==> src/rtl/legv8_instr_encoder.sv <==
// Assembles LEGv8 instruction words (LDUR/STUR/CBZ/ADD/SUB/AND/ORR) from decoded fields
// and buffers them in a small FIFO; illegal requests are consumed, dropped and counted.
module legv8_instr_encoder #(
  parameter int DEPTH = 4,
  parameter int CNT_W = 16
) (
  input  logic             clk,
  input  logic             reset,
  input  logic             in_valid,
  output logic             in_ready,
  input  logic [2:0]       in_kind,
  input  logic [4:0]       in_rd,
  input  logic [4:0]       in_rn,
  input  logic [4:0]       in_rm,
  input  logic [18:0]      in_imm,
  output logic             out_valid,
  input  logic             out_ready,
  output logic [31:0]      out_instr,
  output logic             err_pulse,
  output logic [CNT_W-1:0] instr_count,
  output logic [CNT_W-1:0] err_count
);

  // Handshake: a transfer happens at a rising edge where valid && ready are both 1;
  // valid never waits on ready, and ready is registered-state only (no comb path).
  localparam int PTR_W = $clog2(DEPTH);
  localparam logic [PTR_W:0] DEPTH_L = (PTR_W + 1)'(DEPTH);

  localparam logic [10:0] OP_LDUR = 11'b11111000010;
  localparam logic [10:0] OP_STUR = 11'b11111000000;
  localparam logic [7:0]  OP_CBZ  = 8'b10110100;
  localparam logic [10:0] OP_ADD  = 11'b10001011000;
  localparam logic [10:0] OP_SUB  = 11'b11001011000;
  localparam logic [10:0] OP_AND  = 11'b10001010000;
  localparam logic [10:0] OP_ORR  = 11'b10101010000;

  logic [31:0]      mem [DEPTH];
  logic [PTR_W-1:0] wr_ptr, rd_ptr;
  logic [PTR_W:0]   occ;
  logic             ready_en;
  logic [31:0]      last_q;
  logic [31:0]      enc_word;
  logic             enc_legal;
  logic             accept, push, pop;
  logic             imm_fits_d;

  // D-format offsets are 9-bit signed: the upper bits must be pure sign extension.
  assign imm_fits_d = (&in_imm[18:8]) || !(|in_imm[18:8]);

  always_comb begin
    enc_word  = 32'd0;
    enc_legal = 1'b1;
    case (in_kind)
      3'd0: begin
        enc_word  = {OP_LDUR, in_imm[8:0], 2'b00, in_rn, in_rd};
        enc_legal = imm_fits_d;
      end
      3'd1: begin
        enc_word  = {OP_STUR, in_imm[8:0], 2'b00, in_rn, in_rd};
        enc_legal = imm_fits_d;
      end
      3'd2: enc_word = {OP_CBZ, in_imm, in_rd};
      3'd3: enc_word = {OP_ADD, in_rm, 6'd0, in_rn, in_rd};
      3'd4: enc_word = {OP_SUB, in_rm, 6'd0, in_rn, in_rd};
      3'd5: enc_word = {OP_AND, in_rm, 6'd0, in_rn, in_rd};
      3'd6: enc_word = {OP_ORR, in_rm, 6'd0, in_rn, in_rd};
      default: enc_legal = 1'b0;
    endcase
  end

  assign in_ready  = ready_en && (occ < DEPTH_L);
  assign out_valid = (occ != '0);
  assign accept    = in_valid && in_ready;
  assign push      = accept && enc_legal;
  assign pop       = out_valid && out_ready;
  // When empty the last popped word stays on the output.
  assign out_instr = out_valid ? mem[rd_ptr] : last_q;

  always_ff @(posedge clk) begin
    if (push) mem[wr_ptr] <= enc_word;
  end

  always_ff @(posedge clk or negedge reset) begin
    if (!reset) begin
      ready_en    <= 1'b0;
      occ         <= '0;
      wr_ptr      <= '0;
      rd_ptr      <= '0;
      last_q      <= 32'd0;
      err_pulse   <= 1'b0;
      instr_count <= '0;
      err_count   <= '0;
    end else begin
      ready_en  <= 1'b1;
      err_pulse <= accept && !enc_legal;
      if (accept && !enc_legal && (err_count != '1)) err_count <= err_count + 1'b1;
      if (push) wr_ptr <= wr_ptr + 1'b1;
      if (pop) begin
        rd_ptr      <= rd_ptr + 1'b1;
        last_q      <= mem[rd_ptr];
        instr_count <= instr_count + 1'b1;
      end
      case ({push, pop})
        2'b10:   occ <= occ + 1'b1;
        2'b01:   occ <= occ - 1'b1;
        default: occ <= occ;
      endcase
    end
  end

endmodule
==> config.mk <==
export PLATFORM = sky130hd
export DESIGN_NAME = legv8_instr_encoder
export DESIGN_NICKNAME = d
export VERILOG_FILES = /design/src/rtl/legv8_instr_encoder.sv
export SDC_FILE = /design/constraint.sdc
export NUM_CORES = 1
export LEC_CHECK = 0
export CORE_MARGIN = 5
export CORE_UTILIZATION = 46
export CTS_CLUSTER_DIAMETER = 120
export DETAILED_ROUTE_END_ITERATION = 8
export HOLD_SLACK_MARGIN = 0.08
export PLACE_DENSITY = 0.68
export SYNTH_ARGS = -nofsm -noshare
export SYNTH_HDL_FRONTEND = slang
export SYNTH_SLANG_ARGS = --single-unit
export TNS_END_PERCENT = 10
==> constraint.sdc <==
create_clock -name clk -period 3.6 [get_ports clk]
set_input_delay 0.72 -clock clk [delete_from_list [all_inputs] [get_ports clk]]
set_output_delay 0.72 -clock clk [all_outputs]
set_load 0.02 [all_outputs]
Word-level counts from Yosys, hierarchy flattened
Memory sizes are Yosys's and may differ from the RTL's.
Index checks and enable logic that the tools add are counted.
- bits in registers: 73
- bits in writable memories: 128
- input bits: 41
- output and inout port bits: 67
- word-level logic and storage cells: 47
- memories: 1
- memory list (memory ; words ; width ; read ports ; clocked after Yosys merged registers in ; wr ports ; RTL line ; source):
    mem ; 4 ; 32 ; 1 ; 0 ; 1 ; 37 ; logic [31:0] mem [DEPTH];
- add/sub/neg operators: 6
- $lt $le $gt $ge: 1
- eq/ne operators: 9
- muxes and demuxes: 6
- reduce and logical (&&, ||, !) cells: 16
- operator list (kind ; number):
    one-hot mux 32 bit (7 select lines) ; 1
    adder 16 x 1 -> 16 bit, second input constant ; 2
    two-way mux 32 bit ; 1
    != test 16 bit, second input constant ; 1
    AND reduction 11 bit ; 1
    OR reduction 11 bit ; 1
    == test 3 bit, second input constant ; 3
    == test 3 x 2 -> 1 bit, second input constant ; 2
    logical AND 1 bit ; 6
    one-hot mux 3 bit (2 select lines) ; 1
    OR reduction 5 bit ; 1
    adder 2 x 1 -> 2 bit, second input constant ; 2
    adder 3 x 1 -> 3 bit, second input constant ; 1
    == test 3 x 1 -> 1 bit, second input constant ; 1
    zero test 3 bit ; 1
    < comparator 3 bit, second input constant ; 1
    nonzero test 3 bit ; 1
    subtractor 3 x 1 -> 3 bit, second input constant ; 1
    == test 2 x 1 -> 1 bit, second input constant ; 1
    == test 2 bit, second input constant ; 1
    zero test 1 bit ; 2
    two-way mux 1 bit ; 2
    one-hot mux 1 bit (2 select lines) ; 1
    nonzero test 2 bit ; 1
    2 further kinds ; 2

Longest topological paths before layout
Gate-level depths: netlist of the first run.
- word-level depth: 7
- depth in mapped cells: 13
- depth with buffers taken out: 11

Worst setup path after synthesis of the first run
Ideal clock, no wire load.
- kind: input port to flip-flop
- start: in in_kind[2]
- end: reg occ[2]
- library setup time: 0.079 ns
- data arrival time: 2.666 ns
- path slack: 0.855 ns
- stages on the path: 13
- cells stage by stage: buf_6 > or2_1 > buf_2 > a31o_1 > o21ai_4 > nor2_2 > inv_1 > ha_1 > inv_1 > fa_1 > xor2_1 > nor2_1 > xor2_1
- longest elaborated chain between the ends: 6
- RTL lines (what ; RTL line ; source):
    start, declared ; 11 ; input logic [2:0] in_kind,
    == test 3 bit, or another cell as far along ; 53 ; case (in_kind)
    OR reduction 5 bit (no line) or OR reduction 2 bit (tied branches) ; -- ;
    one-hot mux 1 bit (2 select lines) * ; 53 ;
    logical AND 1 bit * ; 74 ; assign push = accept && enc_legal;
    == test 2 x 1 -> 1 bit or == test 2 bit (tied branches) ; 103 ; case ({push, pop})
    one-hot mux 3 bit (2 select lines) or nonzero test 2 bit (tied branches) ; -- ;
    end signal, assigned ; 104 ; 2'b10: occ <= occ + 1'b1;
    end signal, assigned ; 105 ; 2'b01: occ <= occ - 1'b1;
    end, declared ; 39 ; logic [PTR_W:0] occ;
Every way passes the cells marked *; elsewhere a longest branch is shown, timed or not.
A chain may end at the register's enable or synchronous reset.

Worst setup path in the final report of the first run
- start: reg rd_ptr[0]
- end: out out_instr[17]
- longest elaborated chain between the ends: 2
- RTL lines (what ; RTL line ; source):
    start, declared ; 38 ; logic [PTR_W-1:0] wr_ptr, rd_ptr;
    start signal, assigned ; 99 ; rd_ptr <= rd_ptr + 1'b1;
    memory read (4 x 32 bit) ; -- ;
    two-way mux 32 bit ; 77 ; assign out_instr = out_valid ? mem[rd_ptr] : last_q;
    end, declared ; 18 ; output logic [31:0] out_instr,
No other way between the ends.

==> results_dict.tcl, run 1 <==
set metrics [dict create \
    first_pass_iters 4 \
    ios 108 \
    final_cell_mix "edfxtp_1, clkdlybuf4s50_1, dfrtp_1" \
    gp_congestion 0.827 \
    antenna_found_initial 0 \
    ys_types 42 \
    cp.arrival_ns 2.69 \
    crit_type "flip-flop to output pin" \
    std_cell_rows 49 \
    viasPerCell 5.49 \
    routed_wl_mm 18.2 \
    cts_root_buf "clkbuf_16" \
    io_buffers 107 \
    syn_to_final_growth_pct 26.1 \
    initial_core_util_pct 47.2 \
    drv_cap 0 \
    die_w_um 146 \
    grt_pass1_vias 5365 \
    cts_tree "built" \
    finalPower_mw 8.22 \
    layout_commonest_cell "edfxtp_1" \
    r2r_slack_ns 1.61 \
    diodes 0 \
    syn-mean-instance-area_um2 16.3 \
    setup_viol 0 \
    hp-class "primary input to asynchronous set/reset pin" \
    synth-main-ff-cell "edfxtp_1" \
    required_ns 2.88 \
    irDropWorstVdd_uv 424 \
    seq_area_um2 5670 \
    ys_ff_latch 201 \
    period_needed_ns 3.41 \
    finalClockSkew_ns 0.00971 \
    slew_headroom_pct 32.7 \
    dpl.hpwl_mm 12.2 \
    clkSinkCount 201 \
    dp_slack_ns 0.258 \
    status "finished, final reports clean" \
    drv_slew 0 \
    detail_route.iter0.violations 278 \
    critPathLaunch "rd_ptr[0]$_DFFE_PN0P_" \
    synth-edff-count 128 \
    core_area_um2 18100 \
    fmax_ghz 0.293 \
    netlist.top_cell.by_area "edfxtp_1" \
    num_vias 4937 \
    die_y_um 146 \
    power_density_nw_per_um2 762 \
    ant_nets 0 \
    post-cts-setup-buffers 0 \
    netlist_area_um2 8560 \
    grt_max_degree 74 \
    overflow 0 \
    leakagePower_nw 3.96 \
    multi_input_area_um2 2740 \
    die-area_um2 21400 \
    fillers 1332 \
    cp_max_fo 12 \
    cp-start-kind "flip-flop" \
    drc 0 \
    grt_pass1_wl_mm 29.7 \
    async_flop_share_pct 36.3 \
    final.period_utilization_pct 94.7 \
    clk_pin_slew_ns 0.06 \
    hold_violations 0 \
    numCtsBuffers 22 \
    rsz0062_at_grt "false" \
    reg2reg_to "err_count[1]$_DFFE_PN0P_" \
    tightestPinTransition_ns 1.01 \
    synth_seq_area_share_pct 66.3 \
    syn_inst 524 \
    cts.path.max_buffers 3 \
    r2r_start "err_count[4]$_DFFE_PN0P_" \
    clk_latency_ns 0.49 \
    synth_top_area_share_pct 44.9 \
    gr-usage-all-layers_pct 17.2 \
    yosys_warnings 0 \
    rr_worst_depth 6 \
    post_drt_wl_per_cell_um 20.2 \
    drive_gt1_share_pct 24.3 \
    cts-htree-levels 1 \
    utilization_pct 59.5 \
    setup_ws_ns 0.190 \
    yosys-top-cells-area "edfxtp_1, dfrtp_1, mux2_2" \
    tns_ns 0 \
    syn-num-nets 573 \
    final_net_count 703 \
    worstSetupEndpointType "output pin" \
]
-- synth_stat cells, drive strengths merged (2+ instances only) --
master  count
buf        12
nand4      15
ha          7
xor2        7
nor4        2
o22ai       6
nor2       23
nor2b       2
edfxtp    128
mux2       69
mux4       32
nand2b      2
dfrtp      73
a21oi      12
and3       10
a22o        9
and2       14
nor3b       2
xnor2      28
and4        2
inv        11
nand3      14
clkbuf     13
nand2      15
nor3        5
-- cell families (layout without fill, tap and decap cells) --
family	after synthesis	after routing	share of synthesized area [%]
buffers and inverters	36	182	1.83
adder cells (fa/ha/maj)	8	8	1.26
AO/OA/AOI/OAI	33	33	2.73
XOR/XNOR	35	35	3.58
other	1	1	0.0438
flip-flops	201	201	66.3
multiplexers	102	102	17.6
AND/OR/NAND/NOR	108	108	6.68
-- through the flow --
stage                     cell area, um^2  hold WS [ns]  instances
after floorplan                      8560         0.424        524
after global placement              10000         0.461        859
after detailed placement            10000         0.466        859
after CTS                           10800         0.449        899
after global routing                10800         0.494        899
final                               10800         0.401        899
-- sequential cells by signal, indices dropped and copies added (netlist names) --
register,cells
last_q,32
instr_count,16
mem,128
wr_ptr,2
rd_ptr,2
occ,3
err_count,16
ready_en,1
err_pulse,1
-- how the worst max path moves through the flow --
stage	end	slack, ns	depth (start not counted)
floorplan	occ[2]$_DFFE_PN0P_	0.86	13
global placement	occ[2]$_DFFE_PN0P_	0.33	12
detailed placement	occ[2]$_DFFE_PN0P_	0.26	12
CTS	out_instr[29]	0.02	4
global route	out_instr[19]	0.07	4
finish	out_instr[17]	0.19	4
-- routing by layer --
metal  wire length (um)  up-vias  track usage, %  share of wire [%]
met4                516        0            4.61                2.8
met1               7560     2514            22.5                 42
met2               9330      123            30.1                 51
met5                  0        -               0                  0
li1                   -     2256               -                  -
met3                746       44            2.88                4.1
-- report_power, final --
part	internal (mW)	switching (mW)	leakage, nW
sequential	2.85	0.247	2.07
combinational	1.54	1.33	1.52
clock	1.40	0.850	0.368
total	5.79	2.43	3.96
-- worst max-delay path, stage by stage, from the launching register on --
cell and delay (ns):
dfrtp_4 0.58, buf_4 0.25, mux4_2 0.52, mux2_2 0.28, clkdlybuf4s50_1 0.57
-- area by class of cell --
type / instances / share of cell area, %
clock inverter: 12 / 1.26
sequential: 201 / 52.6
inverter: 11 / 0.383
multi-input combinational: 287 / 25.4
tap: 229 / 2.66
clock buffer: 28 / 5.60
timing repair buffer: 131 / 12.2
-- repair_timing --
action                     4_1_cts  5_1_grt
gates resized for setup          0        2
setup endpoints to repair        0       22
hold buffers                     0        0
No activity file was read; power rests on OpenSTA's default activity.
==> run 2: changes to the inputs <==
CAP_MARGIN = 20   (was unset)
GPL_ROUTABILITY_DRIVEN = 0   (was unset)
clock period = 3.8 ns   (was 3.6 ns; I/O delays follow)
==> run 2 against run 1 <==
Worst hold slack worse by 0.22 ns; register-to-register slack better by 0.08 ns; worst setup slack better by 0.027 ns; utilization down 0.43 points; routed wire length down 0.40%; global-route usage down 0.074 points; critical path type unchanged; critical endpoint is now out_instr[16].
==> results_dict.tcl, run 2 (synthesis gave the netlist of run 1 again) <==
set metrics [dict create \
    irDropWorstVdd_uv 387 \
    power_density_nw_per_um2 720 \
    initial_core_util_pct 47.2 \
    p_clk_share_pct 27.0 \
    cp_max_fo 33 \
    cts-htree-levels 1 \
    rsz0062_at_grt "false" \
    overflow 0 \
    antenna_found_initial 0 \
    die_y_um 146 \
    pwr-share-comb_pct 35.4 \
    dpl.hpwl_mm 11.8 \
    final.period_utilization_pct 94.3 \
    grt_max_degree 74 \
    worstSetupEndpointType "output pin" \
    grt_pass1_wl_mm 29.6 \
    die_w_um 146 \
    slowest_delay_ns 0.91 \
    internal_power_mw 5.40 \
    clk_pin_slew_ns 0.06 \
    pwr-share-seq_pct 37.6 \
    finalClockSkew_ns 0.00579 \
    r2r_slack_ns 1.69 \
    tightestPinTransition_ns 0.932 \
    setup_viol 0 \
    num_vias 4939 \
    drive_gt1_share_pct 23.8 \
    clkSinkCount 201 \
    largest_registers "mem: 128 flops, last_q: 32 flops" \
    cts_tree "built" \
    cts_root_buf "clkbuf_16" \
    status "finished, final reports clean" \
    die-area_um2 21400 \
    cp.arrival_ns 2.82 \
    cp-start-kind "flip-flop" \
    cts_resized 0 \
    hold_violations 0 \
    p_sw_share_pct 30.0 \
    crit_family "simple AND/OR/NAND/NOR gates" \
    cts_hold_buf 0 \
    leakagePower_nw 3.93 \
    std_cell_rows 49 \
    viasPerCell 5.51 \
    drc 0 \
    r2r_start "occ[2]$_DFFE_PN0P_" \
    design_area_um2 10700 \
    first_pass_iters 5 \
    detail_route.iter0.violations 332 \
    drv_cap 0 \
    gr-usage-all-layers_pct 17.2 \
    routed_wl_mm 18.1 \
    grt_pass1_vias 5462 \
    fmax_ghz 0.279 \
    hp-class "primary input to asynchronous set/reset pin" \
    final_cell_mix "edfxtp_1, clkdlybuf4s50_1, dfrtp_1" \
    ios 108 \
    crit_chain "or3_2 > mux2_2 > clkdlybuf4s50_1" \
    largest_register_ffs 128 \
    cts.path.max_buffers 3 \
    numCtsBuffers 23 \
    ant_nets 0 \
    switchingPower_mw 2.32 \
    period_needed_ns 3.58 \
    clk_latency_ns 0.49 \
    post_drt_wl_per_cell_um 20.2 \
    crit_type "flip-flop to output pin" \
    max_flop_register "mem" \
    layout_commonest_cell "edfxtp_1" \
    slew_headroom_pct 37.9 \
    required_ns 3.04 \
    crit_slowest_cell "or3_2" \
    drv_slew 0 \
    tns_ns 0 \
    post-cts-setup-buffers 0 \
    final_net_count 701 \
    syn_to_final_growth_pct 25.2 \
    core_area_um2 18100 \
    io_buffers 107 \
    critPathLaunch "occ[0]$_DFFE_PN0P_" \
    path_buf_inv 1 \
    place_area_um2 9960 \
    diodes 0 \
]
[run 2: metrics by stage]
stage	hold slack [ns]	setup WS (ns)	cells	power, mW	utilization, %
2_1_floorplan	0.464	1.02	524	4.64	-
3_3_place_gp	0.458	0.295	855	5.63	54.9
3_5_place_dp	0.461	0.190	855	5.71	54.9
4_1_cts	0.473	0.168	896	7.83	58.9
5_1_grt	0.181	0.105	897	8.12	59.0
6_report	0.181	0.217	897	7.72	59.0
[run 2: routing by layer]
layer | up-vias | part of all wire [%] | GRT usage (%)
li1 | 2242 | - | -
met1 | 2520 | 41 | 22.2
met2 | 139 | 52 | 30.0
met3 | 38 | 4.7 | 3.04
met4 | 0 | 2.8 | 4.61
met5 | - | 0 | 0
[run 2: final cells by class]
cell class,instances,area (um^2)
clock buffers,28,604
clock inverters,13,118
fillers,1370,7430
inverters,11,41.3
multi-input cells,287,2730
flip-flops and latches,201,5670
well taps,229,287
repair buffers,128,1260
[run 2: path summary, 6_finish.rpt]
check / cells after the start / to
hold / removal: 1 / last_q[13]$_DFFE_PN0P_
hold reg to reg: 1 / instr_count[15]$_DFFE_PN0P_
setup / recovery: 3 / out_instr[16]
setup reg to reg: 10 / occ[2]$_DFFE_PN0P_
min in group clk: 1 / instr_count[15]$_DFFE_PN0P_
max in group asynchronous: 2 / instr_count[6]$_DFFE_PN0P_
[run 2: worst reg2reg max path, cell delays in order, from the launching register on]
cell	delay, ns
dfrtp_1	0.43
nor2b_1	0.19
nand2_1	0.17
nor2_2	0.29
inv_1	0.08
ha_1	0.23
inv_1	0.07
fa_1	0.17
xor2_1	0.16
nor2_1	0.07
xor2_1	0.15
[run 2: power by group through the flow]
stage	Combinational (mW)	Clock [mW]	Sequential [mW]
2_1_floorplan	1.70	0	2.94
3_3_place_gp	2.71	0	2.92
3_5_place_dp	2.77	0	2.94
4_1_cts	2.79	2.15	2.90
5_1_grt	2.93	2.24	2.94
6_report	2.73	2.09	2.90
==> run 3: changes to the inputs <==
ABC_CLOCK_PERIOD_IN_PS = 3800   (was unset)
CORE_MARGIN = unset   (was 5)
==> run 3 against run 2 <==
The run now ends with DRC left; clock skew about the same; routed wire length decreased by 3.0%; maximum frequency rose by 7.2%; register-to-register slack hardly changed; critical path depth grew 1; cell count fell by 0.89%; worst hold slack better by 0.019 ns; critical endpoint is now out_instr[28]; largest cell class unchanged; highest routed layer unchanged.
==> results_dict.tcl, run 3 (synthesis gave the netlist of run 1 again) <==
set metrics [dict create \
    status "finished with violations" \
    violations "DRC" \
    ios 108 \
    use_met1_pct 24.2 \
    tightestPinTransition_ns 0.623 \
    fmax_ghz 0.299 \
    crit_type "flip-flop to output pin" \
    cts.path.max_buffers 3 \
    drive_gt1_share_pct 23.2 \
    detail_route.iter0.violations 342 \
    drv_slew 0 \
    initial_core_util_pct 47.3 \
    pwr-share-comb_pct 35.6 \
    std_cell_rows 49 \
    final.period_utilization_pct 88.0 \
    syn_to_final_growth_pct 25.0 \
    irDropWorstVdd_uv 511 \
    leakagePower_nw 3.90 \
    post_drt_wl_per_cell_um 19.7 \
    drv_cap 0 \
    final_net_count 694 \
    place_area_um2 9980 \
    grt.busiest_layer "met2" \
    grt_max_degree 74 \
    first_pass_iters 7 \
    largest_register_ffs 128 \
    largest_registers "mem: 128 flops, last_q: 32 flops" \
    clk_latency_ns 0.49 \
    post-cts-setup-buffers 0 \
    die_y_um 138 \
    drc 11 \
    numCtsBuffers 21 \
    die_w_um 138 \
    period_needed_ns 3.34 \
    clk_pin_slew_ns 0.06 \
    pwr-share-seq_pct 37.8 \
    met3_usage_pct 2.98 \
    overflow 0 \
    layout_commonest_cell "edfxtp_1" \
    viasPerCell 5.54 \
    gr-usage-all-layers_pct 19.2 \
    switchingPower_mw 2.28 \
    stdcell_count 889 \
    max_flop_register "mem" \
    clkSinkCount 201 \
    cp-start-kind "flip-flop" \
    routed_wl_mm 17.5 \
    grt_pass1_wl_mm 28.7 \
    rsz0062_at_grt "false" \
    internal_power_mw 5.37 \
    slew_headroom_pct 58.4 \
    cts_root_buf "clkbuf_16" \
    core_area_um2 18100 \
    cts_hold_buf 0 \
    cts_resized 0 \
    antenna_found_initial 0 \
    hp-class "primary input to asynchronous set/reset pin" \
    cp_max_fo 34 \
    design_area_um2 10700 \
    finalClockSkew_ns 0.00614 \
    cts_tree "built" \
    hold_violations 0 \
    p_clk_share_pct 26.6 \
    final_cell_mix "edfxtp_1, clkdlybuf4s50_1, dfrtp_1" \
    diodes 0 \
    grt_pass1_vias 5262 \
    r2r_slack_ns 1.69 \
    holdWs_ns 0.200 \
    dpl.cell_count 850 \
    num_vias 4924 \
    worstSetupEndpointType "output pin" \
    fillers 1341 \
    p_sw_share_pct 29.8 \
    required_ns 3.04 \
    ant_nets 0 \
    dpl.hpwl_mm 11.0 \
    cts-htree-levels 1 \
    die-area_um2 19200 \
    cp.arrival_ns 2.58 \
    io_buffers 107 \
    power_density_nw_per_um2 715 \
    grtUsageMet2_pct 33.8 \
    setup_viol 0 \
    tns_ns 0 \
]
==> run 3: final timing paths <==
kind,cells after the start,to,startpoint
max,4,out_instr[28],rd_ptr[0]$_DFFE_PN0P_
min,1,last_q[20]$_DFFE_PN0P_,reset
max reg2reg,10,occ[2]$_DFFE_PN0P_,occ[2]$_DFFE_PN0P_
min reg2reg,1,instr_count[15]$_DFFE_PN0P_,instr_count[15]$_DFFE_PN0P_
max in group asynchronous,2,rd_ptr[0]$_DFFE_PN0P_,reset
min in group clk,1,instr_count[15]$_DFFE_PN0P_,instr_count[15]$_DFFE_PN0P_
==> run 3: critical path: stages, from the launching register on <==
cell and delay, ns:
dfrtp_2 0.37, buf_12 0.28, mux4_2 0.59, mux2_2 0.28
clkdlybuf4s50_1 0.56
==> run 3: area by class of cell <==
cell class	count	area, um^2	area share (%)
inverter	11	41.3	0.386
timing repair buffer	123	1270	11.9
tap	229	287	2.68
clock inverter	13	141	1.32
clock buffer	25	551	5.15
sequential	201	5670	53.0
multi-input combinational	287	2730	25.5
==> run 3: through the flow <==
stage | utilization, % | setup slack (ns) | power, mW
after floorplan | - | 1.02 | 4.64
after global placement | 55.2 | 0.556 | 5.62
after detailed placement | 55.2 | 0.492 | 5.68
after CTS | 59.0 | 0.408 | 7.75
after global routing | 59.1 | 0.370 | 8.03
final | 59.1 | 0.457 | 7.65
==> run 3: layer usage <==
metal  share of wire [%]  vias up  wire, um
met5                   0        -         0
met4                 3.0        0       518
met3                 3.5       48       615
met2                  52      124      9160
met1                  41     2518      7240
li1                    -     2234         -
==> run 3: power by group through the flow <==
stage | clock network, mW | registers (mW) | logic [mW]
after detailed placement | 0 | 2.93 | 2.75
after global placement | 0 | 2.91 | 2.71
final | 2.04 | 2.89 | 2.72
after floorplan | 0 | 2.94 | 1.70
after CTS | 2.09 | 2.89 | 2.77
after global routing | 2.17 | 2.94 | 2.93
